<file path="src/rtl/mem_arb_pkg.sv">
// Shared state encoding, default widths and grant indices for the memory arbiter.
package mem_arb_pkg;

  localparam int unsigned ADDR_W_DEF = 28;
  localparam int unsigned DATA_W_DEF = 128;
  localparam int unsigned BUSY_W     = 16;

  // Bit positions in the two-requester one-hot grant vector.
  localparam int unsigned GNT_I_BIT  = 0;
  localparam int unsigned GNT_D_BIT  = 1;

  typedef enum logic [1:0] {
    ST_IDLE  = 2'd0,
    ST_GNT_I = 2'd1,
    ST_GNT_D = 2'd2
  } arb_state_e;

endpackage

</file>
<file path="src/rtl/rr_pick2.sv">
// Two-way round-robin picker: on contention, grants the requester that did not win last.
module rr_pick2
  import mem_arb_pkg::*;
(
  input  logic [1:0] req_i,
  input  logic       last_d_i,
  output logic [1:0] gnt_o
);

  always_comb begin
    gnt_o = '0;
    if (req_i[GNT_D_BIT] && (!req_i[GNT_I_BIT] || !last_d_i)) begin
      gnt_o[GNT_D_BIT] = 1'b1;
    end else if (req_i[GNT_I_BIT]) begin
      gnt_o[GNT_I_BIT] = 1'b1;
    end
  end

endmodule

</file>
<file path="src/rtl/mem_arbiter.sv">
// Arbitrates I-cache reads and D-cache reads/write-backs onto one memory port,
// round-robin on contention, with a saturating count of port-occupied cycles.
module mem_arbiter
  import mem_arb_pkg::*;
#(
  parameter int unsigned ADDR_W = ADDR_W_DEF,
  parameter int unsigned DATA_W = DATA_W_DEF
) (
  input  logic              clk,
  input  logic              rst,
  input  logic              ic_read,
  input  logic [ADDR_W-1:0] ic_addr,
  output logic [DATA_W-1:0] ic_rdata,
  output logic              ic_ready,
  input  logic              dc_read,
  input  logic              dc_write,
  input  logic [ADDR_W-1:0] dc_addr,
  input  logic [DATA_W-1:0] dc_wdata,
  output logic [DATA_W-1:0] dc_rdata,
  output logic              dc_ready,
  output logic              mem_read,
  output logic              mem_write,
  output logic [ADDR_W-1:0] mem_addr,
  output logic [DATA_W-1:0] mem_wdata,
  input  logic [DATA_W-1:0] mem_rdata,
  input  logic              mem_ready,
  output logic [BUSY_W-1:0] busy_cycles
);

  localparam logic [BUSY_W-1:0] BUSY_MAX = '1;

  arb_state_e        state_q, state_d;
  logic              last_d_q, last_d_d;
  logic              mem_read_q, mem_read_d;
  logic              mem_write_q, mem_write_d;
  logic [ADDR_W-1:0] mem_addr_q, mem_addr_d;
  logic [DATA_W-1:0] mem_wdata_q, mem_wdata_d;
  logic [BUSY_W-1:0] busy_q, busy_d;
  logic [1:0]        req;
  logic [1:0]        gnt;

  assign req[GNT_I_BIT] = ic_read;
  assign req[GNT_D_BIT] = dc_read | dc_write;

  rr_pick2 u_rr_pick2 (
    .req_i    (req),
    .last_d_i (last_d_q),
    .gnt_o    (gnt)
  );

  always_ff @(posedge clk or negedge rst) begin
    if (!rst) begin
      state_q     <= ST_IDLE;
      last_d_q    <= 1'b0;
      mem_read_q  <= 1'b0;
      mem_write_q <= 1'b0;
      mem_addr_q  <= '0;
      mem_wdata_q <= '0;
      busy_q      <= '0;
    end else begin
      state_q     <= state_d;
      last_d_q    <= last_d_d;
      mem_read_q  <= mem_read_d;
      mem_write_q <= mem_write_d;
      mem_addr_q  <= mem_addr_d;
      mem_wdata_q <= mem_wdata_d;
      busy_q      <= busy_d;
    end
  end

  always_comb begin
    state_d     = state_q;
    last_d_d    = last_d_q;
    mem_read_d  = mem_read_q;
    mem_write_d = mem_write_q;
    mem_addr_d  = mem_addr_q;
    mem_wdata_d = mem_wdata_q;
    busy_d      = busy_q;
    ic_ready    = 1'b0;
    dc_ready    = 1'b0;
    ic_rdata    = '0;
    dc_rdata    = '0;

    if ((state_q != ST_IDLE) && (busy_q != BUSY_MAX)) begin
      busy_d = busy_q + BUSY_W'(1);
    end

    case (state_q)
      ST_IDLE: begin
        // A simultaneous read and write-back from the D-cache is serviced as the write.
        if (gnt[GNT_D_BIT]) begin
          state_d     = ST_GNT_D;
          last_d_d    = 1'b1;
          mem_write_d = dc_write;
          mem_read_d  = ~dc_write;
          mem_addr_d  = dc_addr;
          mem_wdata_d = dc_wdata;
        end else if (gnt[GNT_I_BIT]) begin
          state_d     = ST_GNT_I;
          last_d_d    = 1'b0;
          mem_write_d = 1'b0;
          mem_read_d  = 1'b1;
          mem_addr_d  = ic_addr;
          mem_wdata_d = '0;
        end
      end
      ST_GNT_I: begin
        if (mem_ready) begin
          ic_ready    = 1'b1;
          ic_rdata    = mem_rdata;
          state_d     = ST_IDLE;
          mem_read_d  = 1'b0;
          mem_write_d = 1'b0;
        end
      end
      ST_GNT_D: begin
        if (mem_ready) begin
          dc_ready    = 1'b1;
          dc_rdata    = mem_rdata;
          state_d     = ST_IDLE;
          mem_read_d  = 1'b0;
          mem_write_d = 1'b0;
        end
      end
      default: begin
        state_d     = ST_IDLE;
        mem_read_d  = 1'b0;
        mem_write_d = 1'b0;
      end
    endcase
  end

  assign mem_read    = mem_read_q;
  assign mem_write   = mem_write_q;
  assign mem_addr    = mem_addr_q;
  assign mem_wdata   = mem_wdata_q;
  assign busy_cycles = busy_q;

endmodule

</file>
<file path="config.mk">
export PLATFORM = sky130hd
export DESIGN_NAME = mem_arbiter
export DESIGN_NICKNAME = d
export VERILOG_FILES = /design/src/rtl/mem_arb_pkg.sv /design/src/rtl/rr_pick2.sv /design/src/rtl/mem_arbiter.sv
export SDC_FILE = /design/constraint.sdc
export NUM_CORES = 1
export LEC_CHECK = 0
export ABC_AREA = 1
export CAP_MARGIN = 20
export CELL_PAD_IN_SITES_DETAIL_PLACEMENT = 0
export CELL_PAD_IN_SITES_GLOBAL_PLACEMENT = 2
export CORE_AREA = 2 2 292 294
export CTS_CLUSTER_DIAMETER = 120
export DETAILED_ROUTE_END_ITERATION = 16
export DIE_AREA = 0 0 294 296
export MAX_ROUTING_LAYER = met4
export PLACE_DENSITY = 0.68
export SETUP_SLACK_MARGIN = 0.02
export SYNTH_ARGS = -nofsm -noshare
export SYNTH_HDL_FRONTEND = slang
export SYNTH_SLANG_ARGS = --single-unit
</file>
<file path="constraint.sdc">
create_clock -name clk -period 4.8 [get_ports clk]
set_input_delay 0.96 -clock clk [delete_from_list [all_inputs] [get_ports clk]]
set_output_delay 0.96 -clock clk [all_outputs]
set_load 0.005 [all_outputs]
</file>
-- Word level (Yosys, flattened, before mapping)
Index checks and enable logic that the tools add are counted.
- flip-flop bits (word level): 177
- input bits: 318
- logic and storage cells: 51
- $add $sub $neg: 1
- eq/ne operators: 5
- mux-type cells: 25
- bitwise logic cells: 2
- reductions and logical operators: 11
- operators with widths (cell ; count):
    $mux W128 ; 5
    $mux W28 ; 2
    $add A16 B1 Y16 const B ; 1
    $ne A16 B16 Y1 const B ; 1
    $mux W1 ; 12
    $mux W2 ; 3
    $pmux W1 S2 ; 2
    $pmux W2 S2 ; 1
    $reduce_and A2 Y1 ; 2
    $reduce_bool A2 Y1 ; 2
    $ne A3 B3 Y1 const B ; 1
    $eq A2 B1 Y1 const B ; 1
    $eq A2 B2 Y1 const B ; 1
    $logic_and A1 B1 Y1 ; 2
    $logic_not A1 Y1 ; 2
    $logic_not A2 Y1 ; 1
    $ne A2 B1 Y1 const B ; 1
    $reduce_or A2 Y1 ; 1
    $logic_or A1 B1 Y1 ; 1
    $not A1 Y1 ; 1
    $or A1 B1 Y1 ; 1

-- Depth between registers and ports, before layout
Gate-level depths: netlist of the first run.
- word-level depth: 7
- gate-level depth with buffers: 9
- depth with buffers taken out: 9

-- Cells and area by module
A second synthesis of the first run with hierarchy kept.
- cells, all modules: 1294
- area total of the unflattened synthesis: 9096.2 um^2
- by module, submodules not included (module ; instances ; cells an instance ; area each (um^2) ; sequential area each (um^2)):
    mem_arbiter ; 1 ; 1290 ; 9068.7 ; 4429.2
    rr_pick2 ; 1 ; 4 ; 27.5 ; 0.0

-- Worst setup path after synthesis of the first run
Ideal clock, no wire load.
- path type: input to output
- start: input port mem_ready
- end: output port dc_rdata[100]
- arrival time: 1647 ps
- data required time: 3840 ps
- path slack: 2193 ps
- stages: 4
- cells stage by stage: nand2_1 -> clkbuf_1 -> clkbuf_1 -> nor2_1
- longest elaborated chain between the ends: 2
- RTL lines (what ; RTL line ; source):
    from (decl) ; mem_arbiter.sv:26 ; input logic mem_ready,
    $mux W128 ; mem_arbiter.sv:117 ; if (mem_ready) begin
    $mux W128 ; mem_arbiter.sv:88 ; case (state_q)
    to (decl) ; mem_arbiter.sv:19 ; output logic [DATA_W-1:0] dc_rdata,
No other way between the ends.

-- Worst setup path in the final report of the first run
- start: input port mem_ready
- end: output port dc_rdata[84]
The elaborated chain is that of the path after synthesis.

==> results.md, run 1 <==
- Leak pwr: 0.00803 uW
- Overall routed net length: 54.7 mm
- Crit. End Element: output pin
- Crit path arrival time: 2930 ps
- First-pass GRT wire length: 75.5 mm
- Post-Route Setup TNS: 0 ps
- Final hold violation count: 0
- CTS-repair resized insts: 0
- Most frequent cells in the layout: 748 x clkdlybuf4s50_1, 280 x inv_1, 270 x nor2_1
- Worst Path Required: 3840 ps
- First-pass iteration count of the detailed router: 5
- Worst slew pin tran: 926 ps
- Final Max Slew Viols: 0
- Vias in the first global route: 11,000
- Clk_skew: 24.2 ps
- Fin worst setup slack: 913 ps
- Family with the most delay on the worst path: buffers and inverters
- CP Launch Type: input port
- Kind of critical path: in2out
- Min-delay worst type: in2async
- Place WS: 907 ps
- Status: finished clean
- Switching share of power: 38.7%
- Synth Cell Area: 9330 sq um
- Comb power frac: 52.9%
- Placed cells: 3,074
- Largest net degree at the start of global routing: 134
- CP max-delay cell: clkdlybuf4s50_1
- Sequential area share after synthesis: 47.5%
- Nets@finish: 2,325
- CP most frequent cell: clkdlybuf4s50_1
- Area fraction of the dominant cell type after synthesis: 47.5%
- Top post-synthesis cells by area: dfrtp_1 47%, inv_1 11%, nor2_1 11%, nand3_1 8.7%, o21ai_1 5.8%
- Clock power share: 17.1%
- Switching power: 3200 uW
- Total grt overflow: 0
- CTS tree: done
- Unique masters post-synth: 25
- Routed via count: 11,100
- Drt wl/cell: 17.6 microns
- Syn_nets: 1,619
- Max Root-Sink Buffers: 2
- Clock H-tree levels: 4
- Syn Inst Count: 1,297
- Residual DRC: 0
- Placer congestion estimate: 0.833
- Maximum VDD drop: 289 uV
- Internal power: 5080 uW
- PortBufs: 749
- Antenna violations before repair: 7
- CTS Buf Count: 17
- Fin crit share: 81.0%
- Synthesis Warnings: 0
- Hpwl dp: 43.2 mm
- Most common cell after layout, fill and taps aside: clkdlybuf4s50_1
- Sequential power share: 30.0%
- Ports: 750
- Post-route insts no fill: 3,111
- Final Util: 22.2%
- DR iter-0 viols: 598
- CP peak stage delay: 590 ps
- Buf+Inv Stages, Crit Path: 4
- Chip height: 296 microns
- Die area: 87,000 sq um
- Final setup violation count: 0
- Final ANT Viol Nets: 0
- Power Total: 8280 uW
- Share of layout cells above drive strength 1: 3.52%
- Standard-cell rows: 107
- RSZ-0062 raised after global routing: false
- Syn_area_per_cell: 7.19 sq um
- CTS Hold Bufs: 0
- Crit path cell chain: clkdlybuf4s50_1 -> buf_4 -> nand2_4 -> buf_12 -> nor2_1 -> clkdlybuf4s50_1
- Core area: 84,200 sq um
- Critical path peak fanout: 129
- Skew-Pair Late Insertion Delay: 490 ps
- All-Layer GR Usage: 12.2%
- Yosys reg bits: 177
- Slew margin rel.: 38.3%
- Fmax: 257 MHz
- Synth area leader: dfrtp_1
- Number of post-CTS setup repair buffers: 0
- Clock slew at reported path FFs: 80 ps
- Pwr Density: 444 nW/um^2
- Width of the die: 294 microns
- Final Critical Period: 3890 ps
- CTS sink cnt: 177
- CTS root buf: clkbuf_16
- Max Cap Violations: 0
- Syn-to-layout area delta: 100%
- Initial core utilization: 11.1%
- Vias/cell: 3.55
state kept, by name, summed over array words and instances, names as in the netlist:
| signal | flops |
|---|---|
| mem_write | 1 |
| busy_cycles | 16 |
| mem_addr | 28 |
| mem_read | 1 |
| mem_wdata | 128 |
| last_d_q | 1 |
| state_q | 2 |
worst register-to-register path, stage by stage (launching register included):
cell and delay (ps):
dfrtp_1 400, inv_1 120, ha_4 170, inv_2 80
a21oi_4 600, buf_12 280, buf_12 300, o21ai_0 230
logic make-up after synthesis:
family          synth area share (%)
simple gates                    25.9
fa+ha+maj                      0.537
flops                           47.5
buf+inv                         15.4
xor+xnor                       0.282
compound gates                  10.3
final cells by class:
type                    count  area, sq um
fillers                  9306        65600
repair buffers            770         7750
flip-flops and latches    177         4430
multi-input cells         755         3490
well taps                1090         1360
inverters                 282         1060
clock buffers              19          433
clock inverters            13          123
diodes                      5         12.5
cell usage after synthesis:
cell	number
a21oi_4	1
buf_1	12
buf_2	35
buf_4	7
clkbuf_1	29
dfrtp_1	177
ha_1	4
inv_1	280
inv_2	2
nand2_1	123
nand2_2	6
nand3_1	163
nand3b_1	1
nand4_1	6
nor2_1	270
nor2_2	3
nor2_4	2
nor3_1	1
o21a_1	28
o21ai_0	34
o21ai_1	108
o21ai_2	1
o21ai_4	1
xnor2_1	2
xor2_1	1
path summary, 6_finish.rpt:
check / depth (start not counted) / slack (ps) / endpoint / start
setup / recovery: 6 / 910 / dc_rdata[84] / mem_ready
hold / removal: 1 / 480 / mem_wdata[13] / rst
setup reg to reg: 7 / 2510 / mem_wdata[120] / state_q[0]
hold reg to reg: 1 / 490 / mem_addr[8] / mem_addr[8]
max in group asynchronous: 2 / 3340 / mem_addr[5] / rst
min in group clk: 1 / 490 / mem_addr[8] / mem_addr[8]
power by group through the flow:
stage	logic [uW]	clock network [uW]	registers [uW]
6_report	4380	1420	2480
3_5_place_dp	4450	0	2520
2_1_floorplan	1640	0	2530
3_3_place_gp	4470	0	2490
5_1_grt	4800	1550	2570
4_1_cts	4480	1510	2490
stage by stage:
stage	instance area (sq um)	hold slack [ps]
global route	18700	512
CTS	18600	496
finish	18700	482
floorplan	9330	476
global placement	18100	473
detailed placement	18100	478
per-layer routing:
metal	GRT usage [%]	vias to the layer above	wire length, microns
met5	-	-	0
met2	18.0	458	24700
met1	16.1	5207	24700
met3	3.84	35	4710
met4	3.04	0	569
li1	-	5356	-
Power figures use the tool's default switching activity.
==> run 2, diff against run 1 <==
--- a/config.mk
+++ b/config.mk
@@ -9,12 +9,12 @@
 export CAP_MARGIN = 20
 export CELL_PAD_IN_SITES_DETAIL_PLACEMENT = 0
 export CELL_PAD_IN_SITES_GLOBAL_PLACEMENT = 2
-export CORE_AREA = 2 2 292 294
+export CORE_AREA = 2 2 294 296
 export CTS_CLUSTER_DIAMETER = 120
 export DETAILED_ROUTE_END_ITERATION = 16
-export DIE_AREA = 0 0 294 296
+export DIE_AREA = 0 0 296 298
 export MAX_ROUTING_LAYER = met4
-export PLACE_DENSITY = 0.68
+export PLACE_DENSITY = 0.69
 export SETUP_SLACK_MARGIN = 0.02
 export SYNTH_ARGS = -nofsm -noshare
 export SYNTH_HDL_FRONTEND = slang
==> constraint.sdc (replaced) <==
create_clock -name clk -period 3.5 [get_ports clk]
set_input_delay 0.7 -clock clk [delete_from_list [all_inputs] [get_ports clk]]
set_output_delay 0.7 -clock clk [all_outputs]
set_load 0.005 [all_outputs]
==> results.md, run 2 (synthesized netlist as in run 1, its figures left out) <==
- Final Critical Period: 3300 ps
- Max Cap Violations: 0 (unchanged)
- Hold slack: 187 ps (-296 ps)
- Worst Path Required: 2800 ps (-1040 ps)
- Sequential cell area: 4430 sq um (unchanged)
- CTS tree: done
- All-Layer GR Usage: 14.2% (+2.0 points)
- Skew-Pair Late Insertion Delay: 490 ps (about the same)
- Max Root-Sink Buffers: 2 (unchanged)
- Filler cells: 9,429 (+1.3%)
- Largest net degree at the start of global routing: 134 (unchanged)
- Clock H-tree levels: 4 (unchanged)
- Vias in the first global route: 11,300 (+3.2%)
- Multi-input gate area: 3500 sq um (+0.50%)
- Number of post-CTS setup repair buffers: 0 (unchanged)
- Antenna violations before repair: 7 (unchanged)
- Critical path peak fanout: 33 (-74%)
- Initial core utilization: 11.0% (-0.087 points)
- Standard-cell rows: 107 (unchanged)
- First-pass GRT wire length: 85.9 mm (+14%)
- Routed via count: 11,100 (+0.072%)
- Placer congestion estimate: 0.899 (+8.0%)
- Leak pwr: 0.00814 uW (+1.3%)
- RSZ-0062 raised after global routing: false
- Total grt overflow: 0 (unchanged)
- Die area: 88,200 sq um (+1.4%)
- Fmax: 303 MHz
- Crit path cell chain: inv_1 -> ha_1 -> nand2_8 -> buf_12 -> nor2_1 -> clkdlybuf4s50_1
- Crit path arrival time: 2600 ps (-330 ps)
- Width of the die: 296 microns (+0.68%)
- Final setup violation count: 0 (unchanged)
- CTS Hold Bufs: 0 (unchanged)
- Switching power: 4570 uW (+43%)
- Drt wl/cell: 19.8 microns (+13%)
- CP Launch Type: register
- Maximum VDD drop: 366 uV (+27%)
- Post-Route Setup TNS: 0 ps (unchanged)
- Placed Area: 18,300 sq um (+1.1%)
- Residual DRC: 0 (unchanged)
- Max reg flops: 128 (unchanged)
- Clock power share: 18.0% (+0.9 points)
- CTS sink cnt: 177 (unchanged)
- CP peak stage delay: 610 ps (+20 ps)
- Vias/cell: 3.48 (-2.0%)
- Switching share of power: 39.2% (+0.48 points)
- Final ANT Viol Nets: 0 (unchanged)
- Final hold violation count: 0 (unchanged)
- Clock slew at reported path FFs: 80 ps (about the same)
- Comb power frac: 52.8% (about the same)
- Sequential power share: 29.2% (-0.8 points)
- Most frequent cells in the layout: 747 x clkdlybuf4s50_1, 280 x inv_1, 270 x nor2_1
- Chip height: 298 microns (+0.68%)
- CTS Buf Count: 17 (unchanged)
- Min-delay worst type: in2async
- Share of layout cells above drive strength 1: 3.91% (+0.39 points)
- Kind of critical path: reg2out
- Core area: 84,900 sq um (+0.79%)
- Pwr Density: 615 nW/um^2 (+39%)
- Slew margin rel.: 39.4% (+1.1 points)
- Overall routed net length: 62.9 mm (+15%)
- Nets@finish: 2,331 (+0.26%)
- Worst slew pin tran: 909 ps (-16.9 ps)
- Design area: 19,000 sq um (+1.6%)
- Final Util: 22.3% (+0.18 points)
- Clk_skew: 19.4 ps (-4.81 ps)
- Final Max Slew Viols: 0 (unchanged)
- Crit. End Element: output pin
- Internal power: 7100 uW (+40%)
- Most common cell after layout, fill and taps aside: clkdlybuf4s50_1
- DR iter-0 viols: 595 (-0.50%)
- Fin crit share: 94.3%
- Syn-to-layout area delta: 103%
- Hpwl dp: 50.7 mm (+17%)
- Ports: 750 (unchanged)
- First-pass iteration count of the detailed router: 6 (+1)
- PortBufs: 749 (unchanged)
- CTS root buf: clkbuf_16
- Status: finished clean
- CP max-delay cell: clkdlybuf4s50_1
## run 2: path summary, 6_finish.rpt
path	startpoint	slack, ps	endpoint	cells after the start
max	state_q[0]	200	dc_rdata[6]	6
min	rst	190	mem_wdata[56]	1
max reg2reg	state_q[0]	1510	mem_wdata[123]	7
min reg2reg	mem_addr[24]	490	mem_addr[24]	1
max in group asynchronous	rst	2410	mem_wdata[120]	2
min in group clk	mem_addr[24]	490	mem_addr[24]	1
## run 2: what timing repair did
item,in CTS,in global routing
endpoints found under the setup margin,1,3
gates cloned,0,0
gates resized for setup,0,3
## run 2: power groups by stage
stage	Combinational (uW)	Clock [uW]	Sequential, uW
finish	6160	2090	3410
global route	6740	2290	3530
CTS	6320	2220	3420
detailed placement	6290	0	3450
global placement	6280	0	3420
floorplan	2250	0	3470
## run 2: layout make-up
class                      instances  share of cell area [%]
clock buffer                      17                    2.24
multi-input combinational        755                    18.5
sequential                       177                    23.4
clock inverter                    15                    1.04
tap                             1144                    7.55
timing repair buffer             776                    41.6
antenna                           10                   0.132
inverter                         282                    5.60
## run 2: per-layer routing
layer | wire, microns | vias to the layer above | GRT usage (%)
li1 | - | 5383 | -
met1 | 25500 | 5237 | 16.1
met2 | 32600 | 416 | 25.1
met3 | 3930 | 28 | 3.42
met4 | 836 | 0 | 3.32
met5 | 0 | - | -
## run 2: per-stage QoR
| stage | cells | total power [uW] | setup slack [ps] |
|---|---|---|---|
| floorplan | 1297 | 5720 | 1410 |
| global placement | 3134 | 9700 | -34.6 |
| detailed placement | 3134 | 9740 | 18.2 |
| CTS | 3166 | 12000 | 13.1 |
| global route | 3172 | 12600 | 44.4 |
| finish | 3176 | 11700 | 200 |
## run 2: critical path: cells and delay by family, from the launching register on
family,cells,cell delay (ps)
AND/OR/NAND/NOR,2,400
adder cells (fa/ha/maj),1,290
flip-flops,1,410
buffers and inverters,3,990
